File: config.mk
export PLATFORM = sky130hd
export DESIGN_NAME = imm_gen_stage_flat
export DESIGN_NICKNAME = d
export VERILOG_FILES = /design/src/rtl/imm_gen_if.sv /design/src/rtl/imm_gen_stage.sv /design/src/flat_wrapper.sv
export SDC_FILE = /design/constraint.sdc
export NUM_CORES = 1
export LEC_CHECK = 0
export CELL_PAD_IN_SITES_DETAIL_PLACEMENT = 2
export CELL_PAD_IN_SITES_GLOBAL_PLACEMENT = 2
export CORE_MARGIN = 4
export CORE_UTILIZATION = 30
export DETAILED_ROUTE_END_ITERATION = 7
export PLACE_DENSITY = 0.78
export RECOVER_POWER = 25
export SYNTH_ARGS = -nofsm -noshare
export SYNTH_HDL_FRONTEND = slang
export SYNTH_SLANG_ARGS = --single-unit
File: constraint.sdc
create_clock -name clk -period 2.3 [get_ports clk]
set_clock_uncertainty 0.05 [all_clocks]
set_input_delay 0.46 -clock clk [delete_from_list [all_inputs] [get_ports clk]]
set_output_delay 0.46 -clock clk [all_outputs]
set_load 0.005 [all_outputs]
File: src/rtl/imm_gen_if.sv
// Handshake bundle between the decode stage and the immediate generator.
// The master side feeds instructions and takes results.
// The slave side is the generator itself.
interface imm_gen_if #(
    parameter int XLEN  = 32,
    parameter int TAG_W = 32
) ();
    logic             in_valid;
    logic             in_ready;
    logic [31:0]      in_inst;
    logic [TAG_W-1:0] in_tag;
    logic             out_valid;
    logic             out_ready;
    logic [XLEN-1:0]  out_imm;
    logic [2:0]       out_fmt;
    logic             out_illegal;
    logic [TAG_W-1:0] out_tag;

    modport master (
        output in_valid, in_inst, in_tag, out_ready,
        input  in_ready, out_valid, out_imm, out_fmt, out_illegal, out_tag
    );

    modport slave (
        input  in_valid, in_inst, in_tag, out_ready,
        output in_ready, out_valid, out_imm, out_fmt, out_illegal, out_tag
    );
endinterface

File: src/rtl/imm_gen_stage.sv
// Registered immediate generator at the ID->EX boundary.
// The immediate format is decoded from the instruction opcode.
// A valid/ready output register holds the result. An optional skid entry
// absorbs EX back-pressure, so in_ready does not depend combinationally
// on out_ready.
module imm_gen_stage #(
    parameter int XLEN       = 32,
    parameter int TAG_W      = 32,
    parameter bit SKID_EN    = 1'b1,
    parameter bit SLTIU_ZEXT = 1'b1
) (
    input  logic      clk,
    input  logic      rst_n,
    input  logic      flush,
    imm_gen_if.slave  bus
);
    localparam logic [6:0] OP_LOAD   = 7'b0000011;
    localparam logic [6:0] OP_JALR   = 7'b1100111;
    localparam logic [6:0] OP_SYSTEM = 7'b1110011;
    localparam logic [6:0] OP_IMM    = 7'b0010011;
    localparam logic [6:0] OP_STORE  = 7'b0100011;
    localparam logic [6:0] OP_BRANCH = 7'b1100011;
    localparam logic [6:0] OP_LUI    = 7'b0110111;
    localparam logic [6:0] OP_AUIPC  = 7'b0010111;
    localparam logic [6:0] OP_JAL    = 7'b1101111;
    localparam logic [6:0] OP_OP     = 7'b0110011;
    localparam logic [6:0] OP_FENCE  = 7'b0001111;

    localparam logic [2:0] FMT_I     = 3'd0;
    localparam logic [2:0] FMT_IZ    = 3'd1;
    localparam logic [2:0] FMT_SHAMT = 3'd2;
    localparam logic [2:0] FMT_S     = 3'd3;
    localparam logic [2:0] FMT_B     = 3'd4;
    localparam logic [2:0] FMT_U     = 3'd5;
    localparam logic [2:0] FMT_J     = 3'd6;
    localparam logic [2:0] FMT_NONE  = 3'd7;

    // Decode results
    logic [31:0]      raw_s;       // immediate already correctly extended to 32 bits
    logic [XLEN-1:0]  dec_imm_s;
    logic [2:0]       dec_fmt_s;
    logic             dec_ill_s;

    // Main output register
    logic             out_valid_r;
    logic [XLEN-1:0]  out_imm_r;
    logic [2:0]       out_fmt_r;
    logic             out_ill_r;
    logic [TAG_W-1:0] out_tag_r;

    // Skid entry
    logic             skid_valid_r;
    logic [XLEN-1:0]  skid_imm_r;
    logic [2:0]       skid_fmt_r;
    logic             skid_ill_r;
    logic [TAG_W-1:0] skid_tag_r;

    logic             in_ready_r;
    logic             in_ready_s;
    logic             accept_s;
    logic             main_free_s;

    // Decode the immediate and its format from the raw instruction.
    // Every format is built as a 32-bit value whose top bit is the extension bit.
    // Zero-extended formats therefore widen correctly through a signed cast.
    always_comb begin
        raw_s     = 32'd0;
        dec_fmt_s = FMT_NONE;
        dec_ill_s = 1'b0;
        case (bus.in_inst[6:0])
            OP_LOAD, OP_JALR, OP_SYSTEM: begin
                dec_fmt_s = FMT_I;
                raw_s     = {{20{bus.in_inst[31]}}, bus.in_inst[31:20]};
            end
            OP_IMM: begin
                if ((bus.in_inst[14:12] == 3'b001) || (bus.in_inst[14:12] == 3'b101)) begin
                    dec_fmt_s = FMT_SHAMT;
                    if (XLEN == 64) begin
                        raw_s = {26'd0, bus.in_inst[25:20]};
                    end else begin
                        raw_s = {27'd0, bus.in_inst[24:20]};
                    end
                end else if ((bus.in_inst[14:12] == 3'b011) && SLTIU_ZEXT) begin
                    dec_fmt_s = FMT_IZ;
                    raw_s     = {20'd0, bus.in_inst[31:20]};
                end else begin
                    dec_fmt_s = FMT_I;
                    raw_s     = {{20{bus.in_inst[31]}}, bus.in_inst[31:20]};
                end
            end
            OP_STORE: begin
                dec_fmt_s = FMT_S;
                raw_s     = {{20{bus.in_inst[31]}}, bus.in_inst[31:25], bus.in_inst[11:7]};
            end
            OP_BRANCH: begin
                dec_fmt_s = FMT_B;
                raw_s     = {{19{bus.in_inst[31]}}, bus.in_inst[31], bus.in_inst[7],
                             bus.in_inst[30:25], bus.in_inst[11:8], 1'b0};
            end
            OP_LUI, OP_AUIPC: begin
                dec_fmt_s = FMT_U;
                raw_s     = {bus.in_inst[31:12], 12'd0};
            end
            OP_JAL: begin
                dec_fmt_s = FMT_J;
                raw_s     = {{11{bus.in_inst[31]}}, bus.in_inst[31], bus.in_inst[19:12],
                             bus.in_inst[20], bus.in_inst[30:21], 1'b0};
            end
            OP_OP, OP_FENCE: begin
                dec_fmt_s = FMT_NONE;
                raw_s     = 32'd0;
            end
            default: begin
                dec_fmt_s = FMT_NONE;
                dec_ill_s = 1'b1;
                raw_s     = 32'd0;
            end
        endcase
        dec_imm_s = XLEN'(signed'(raw_s));
    end

    // Handshake qualifiers.
    // With a skid entry, in_ready comes from a register.
    // Without one, in_ready is allowed to look at out_ready.
    always_comb begin
        if (SKID_EN) begin
            in_ready_s = in_ready_r;
        end else begin
            in_ready_s = bus.out_ready || !out_valid_r;
        end
        accept_s    = bus.in_valid && in_ready_s;
        main_free_s = !out_valid_r || bus.out_ready;
    end

    // Pipeline register plus skid entry.
    // A flush squashes everything, including a same-cycle accept.
    always_ff @(posedge clk or negedge rst_n) begin
        if (!rst_n) begin
            out_valid_r  <= 1'b0;
            out_imm_r    <= '0;
            out_fmt_r    <= FMT_NONE;
            out_ill_r    <= 1'b0;
            out_tag_r    <= '0;
            skid_valid_r <= 1'b0;
            skid_imm_r   <= '0;
            skid_fmt_r   <= FMT_NONE;
            skid_ill_r   <= 1'b0;
            skid_tag_r   <= '0;
            in_ready_r   <= 1'b1;
        end else if (flush) begin
            out_valid_r  <= 1'b0;
            skid_valid_r <= 1'b0;
            in_ready_r   <= 1'b1;
        end else if (SKID_EN) begin
            if (main_free_s && skid_valid_r) begin
                // The older entry waiting in skid takes priority.
                out_valid_r  <= 1'b1;
                out_imm_r    <= skid_imm_r;
                out_fmt_r    <= skid_fmt_r;
                out_ill_r    <= skid_ill_r;
                out_tag_r    <= skid_tag_r;
                skid_valid_r <= 1'b0;
                in_ready_r   <= 1'b1;
            end else if (main_free_s && accept_s) begin
                out_valid_r  <= 1'b1;
                out_imm_r    <= dec_imm_s;
                out_fmt_r    <= dec_fmt_s;
                out_ill_r    <= dec_ill_s;
                out_tag_r    <= bus.in_tag;
                in_ready_r   <= 1'b1;
            end else if (accept_s) begin
                // Main is full and stalled, so park the new entry in skid.
                skid_valid_r <= 1'b1;
                skid_imm_r   <= dec_imm_s;
                skid_fmt_r   <= dec_fmt_s;
                skid_ill_r   <= dec_ill_s;
                skid_tag_r   <= bus.in_tag;
                in_ready_r   <= 1'b0;
            end else begin
                out_valid_r  <= out_valid_r && !bus.out_ready;
                in_ready_r   <= !skid_valid_r;
            end
        end else begin
            if (accept_s) begin
                out_valid_r <= 1'b1;
                out_imm_r   <= dec_imm_s;
                out_fmt_r   <= dec_fmt_s;
                out_ill_r   <= dec_ill_s;
                out_tag_r   <= bus.in_tag;
            end else begin
                out_valid_r <= out_valid_r && !bus.out_ready;
            end
            in_ready_r <= 1'b1;
        end
    end

    assign bus.in_ready    = in_ready_s;
    assign bus.out_valid   = out_valid_r;
    assign bus.out_imm     = out_imm_r;
    assign bus.out_fmt     = out_fmt_r;
    assign bus.out_illegal = out_ill_r;
    assign bus.out_tag     = out_tag_r;
endmodule

File: src/flat_wrapper.sv
// flat-port wrapper written by rule: the top's interface ports become plain ports
module imm_gen_stage_flat 
#(
    parameter int XLEN       = 32,
    parameter int TAG_W      = 32,
    parameter bit SKID_EN    = 1'b1,
    parameter bit SLTIU_ZEXT = 1'b1
)
  (clk, rst_n, flush, bus_in_valid, bus_in_inst, bus_in_tag, bus_out_ready, bus_in_ready, bus_out_valid, bus_out_imm, bus_out_fmt, bus_out_illegal, bus_out_tag);
  imm_gen_if #(.XLEN(XLEN), .TAG_W(TAG_W)) bus_i ();
  input  logic clk;
  input  logic rst_n;
  input  logic flush;
  input wire logic [$bits(bus_i.in_valid)-1:0] bus_in_valid;
  input wire logic [$bits(bus_i.in_inst)-1:0] bus_in_inst;
  input wire logic [$bits(bus_i.in_tag)-1:0] bus_in_tag;
  input wire logic [$bits(bus_i.out_ready)-1:0] bus_out_ready;
  output wire logic [$bits(bus_i.in_ready)-1:0] bus_in_ready;
  output wire logic [$bits(bus_i.out_valid)-1:0] bus_out_valid;
  output wire logic [$bits(bus_i.out_imm)-1:0] bus_out_imm;
  output wire logic [$bits(bus_i.out_fmt)-1:0] bus_out_fmt;
  output wire logic [$bits(bus_i.out_illegal)-1:0] bus_out_illegal;
  output wire logic [$bits(bus_i.out_tag)-1:0] bus_out_tag;
  assign bus_i.in_valid = bus_in_valid;
  assign bus_i.in_inst = bus_in_inst;
  assign bus_i.in_tag = bus_in_tag;
  assign bus_i.out_ready = bus_out_ready;
  assign bus_in_ready = bus_i.in_ready;
  assign bus_out_valid = bus_i.out_valid;
  assign bus_out_imm = bus_i.out_imm;
  assign bus_out_fmt = bus_i.out_fmt;
  assign bus_out_illegal = bus_i.out_illegal;
  assign bus_out_tag = bus_i.out_tag;
  imm_gen_stage #(.XLEN(XLEN), .TAG_W(TAG_W), .SKID_EN(SKID_EN), .SLTIU_ZEXT(SLTIU_ZEXT)) u_core (.clk(clk), .rst_n(rst_n), .flush(flush), .bus(bus_i));
endmodule
==> flow_metrics.py <==
metrics = {
    "yosys": {
        "async_flop_share_pct": 100,
        "yosysSeqAreaShare_pct": 55.2,
        "ys_ff_latch": 139,
        "netlist_instances": 718,
        "yosys_warnings": 0,
        "synth.distinct_cells": 47,
        "synthFlopType": "dfrtp_1",
        "synth.avg_cell_area_um2": 8.80,
        "synth-edff-count": 0,
        "syn_nets": 787,
        "synth_area_um2": 6320,
    },
    "pwr": {
        "ir_drop_uv": 538,
        "total_leakage_power_uw": 0.00392,
        "power_density_nw_per_um2": 824,
        "p_int_uw": 5500,
        "switching_share_pct": 26.3,
        "p_seq_share_pct": 41.3,
        "pwr-share-clk_pct": 40.0,
        "switching_power_uw": 1960,
        "pwr-share-comb_pct": 18.6,
    },
    "timing": {
        "setup_viol": 0,
        "tightest_slew_ns": 1.41,
        "rsz0062_at_grt": "no",
        "whs_ns": 0.426,
        "totalNegativeSetupSlack_ns": 0,
        "slew_headroom_pct": 5.77,
        "slew_violations": 0,
        "hold_viol": 0,
        "max_freq_mhz": 450,
        "period_share_pct": 96.6,
        "period_minus_slack_ns": 2.22,
    },
    "min_path": {
        "min_path_type": "register to register",
    },
    "final_layout": {
        "synthToLayoutAreaGrowth_pct": 43.3,
        "instances_no_fill": 1176,
        "drive_gt1_share_pct": 13.7,
        "final_util_pct": 44.2,
        "final_nets": 963,
        "insertedDiodeCount": 0,
    },
    "die": {
        "pin_count": 139,
        "num_rows": 52,
        "die_h_um": 153,
        "die_x_um": 153,
        "core_area_um2": 20500,
        "start_util_pct": 30.8,
        "fp.dieArea_um2": 23400,
    },
    "cts": {
        "clkSinkCount": 139,
        "clkTransAtPathRegs_ns": 0.06,
        "cts_buffer_depth": 2,
        "clockRootBuffer": "clkbuf_16",
        "cts_made_buffers": 17,
        "htreeDepth": 4,
        "cts_tree": "built",
        "clkLatencyLatePin_ns": 0.41,
    },
    "global_routing": {
        "grt_pass1_wl_mm": 39.4,
        "grt-ovfl-total": 0,
        "grt_max_degree": 51,
        "antenna_found_initial": 0,
        "grt_pass1_vias": 7006,
        "grt_use_total_pct": 20.9,
    },
    "routing": {
        "wl_per_cell_um": 20.7,
        "finalWirelength_mm": 24.4,
        "drt-vias-per-instance": 5.20,
        "drtIter0Drc": 230,
        "vias": 6117,
        "first_pass_iters": 5,
        "ant_nets": 0,
        "drc_errors": 0,
    },
    "place": {
        "finalWeightedCongestion": 0.894,
        "detailed_place_hpwl_mm": 17.6,
        "io_buffers": 138,
        "dp.cells": 1144,
    },
    "run_status": {
        "outcome": "finished, final reports clean",
    },
    "setup_path": {
        "cpMostUsedCell": "buf_4",
        "slowest_stage": "clkdlybuf4s50_1",
        "cp-start-kind": "input pin",
        "critical_path_class": "input pin to register",
        "critical_path_arrival_ns": 2.52,
        "crit_path_end_kind": "register",
        "crit_path_max_fanout": 11,
        "crit_path_max_incr_delay_ns": 0.46,
        "cp.required_ns": 2.60,
        "path_cells": "clkdlybuf4s50_1, or2_1, or3_4, buf_4, nand2b_1, a21oi_1, buf_4, a211o_1",
    },
    "flow_run": {
        "maxCapViolCount": 0,
    },
}
[cell families (layout without fill, tap and decap cells)]
logic type	Yosys count	in the layout	synth area share, %
simple gates	383	383	25.0
flops	139	139	55.2
compound gates	139	139	15.9
xor+xnor	1	1	0.139
buf+inv	54	242	3.41
mux	2	2	0.337
[routing by layer]
metal | part of all wire, % | global-route usage (%) | vias to the layer above
li1 | - | - | 2793
met1 | 43 | 26.5 | 3177
met2 | 52 | 36.7 | 116
met3 | 3.0 | 3.73 | 31
met4 | 1.7 | 5.90 | 0
met5 | 0 | 0 | -
[Yosys cell counts, types with 6 or more instances]
cell type	instances	area, µm²
a21oi_1	9	45.0
clkbuf_1	42	158
nand2b_1	6	37.5
a211o_1	11	96.3
a211oi_2	11	138
nor2_1	88	330
dfrtp_1	132	3300
nor3_1	43	215
a31oi_1	34	213
o21ai_0	21	105
dfstp_2	7	184
o211ai_1	8	60.1
a211oi_1	26	195
nand2_1	225	845
[worst max-delay path, delay by kind of cell]
family / cells / cell delay, ns
AND/OR/NAND/NOR: 3 / 0.85
buffers and inverters: 3 / 0.85
AO/OA/AOI/OAI: 2 / 0.34
[final cells by class]
cell class / instances / area (µm²)
Clock inverter: 10 / 164
Clock buffer: 21 / 470
Multi-Input combinational cell: 525 / 2650
Inverter: 5 / 18.8
Tap cell: 270 / 338
Fill cell: 2196 / 11400
Timing Repair Buffer: 206 / 1930
Sequential cell: 139 / 3490
[cell usage in the layout (no fill, tap or decap), types with 6 or more instances in the layout]
master	Yosys	routed
a211o_1	11	11
a211oi_1	26	26
a211oi_2	11	10
a21oi_1	9	9
a31oi_1	34	34
buf_4	0	60
clkbuf_16	0	17
clkdlybuf4s50_1	0	137
dfrtp_1	132	132
dfstp_2	7	7
nand2_1	225	225
nand2b_1	6	6
nor2_1	88	87
nor3_1	43	42
o211ai_1	8	8
o21ai_0	21	21
[flip-flops by register name, summed over array words and instances, names as in the netlist]
signal                  flops
u_core.bus.in_ready         1
u_core.bus.out_fmt          3
u_core.bus.out_illegal      1
u_core.bus.out_imm         32
u_core.bus.out_tag         32
u_core.bus.out_valid        1
u_core.skid_fmt_r           3
u_core.skid_ill_r           1
u_core.skid_imm_r          32
u_core.skid_tag_r          32
u_core.skid_valid_r         1
[stage by stage]
step | total power [µW] | worst slack, ns | cell area [µm²]
2_1_floorplan | 3570 | 0.190 | 6320
3_3_place_gp | 4430 | -0.228 | 8430
3_5_place_dp | 4530 | -0.352 | 8430
4_1_cts | 7560 | 0.0731 | 9070
5_1_grt | 7810 | 0.00856 | 9050
6_report | 7460 | 0.0789 | 9050
[power by group through the flow]
stage | clock network, µW | logic, µW | registers, µW
2_1_floorplan | 0 | 502 | 3070
3_3_place_gp | 0 | 1340 | 3100
3_5_place_dp | 0 | 1410 | 3130
4_1_cts | 3040 | 1430 | 3090
5_1_grt | 3140 | 1540 | 3130
6_report | 2990 | 1390 | 3080
[what timing repair did]
action / in CTS / in global routing
endpoints found under the hold margin: 43 / 0
setup endpoints to repair: 0 / 8
setup buffers: 0 / 0
resized for setup: 0 / 1
hold buffers: 1 / 0
[worst paths after layout]
kind	start	to	slack (ns)	depth (start not counted)
max in group asynchronous	rst_n	u_core.skid_imm_r[18]	0.29	3
worst min register to register	u_core.skid_tag_r[29]	u_core.skid_tag_r[29]	0.43	2
worst max register to register	u_core.bus.in_ready	u_core.bus.out_imm[9]	0.22	6
worst max-delay path	bus_in_inst[6]	u_core.skid_imm_r[23]	0.08	8
worst min-delay path	u_core.skid_tag_r[29]	u_core.skid_tag_r[29]	0.43	2
min in group asynchronous	rst_n	u_core.bus.out_imm[0]	0.86	2
Note: power is estimated with default switching activity, not from simulation.
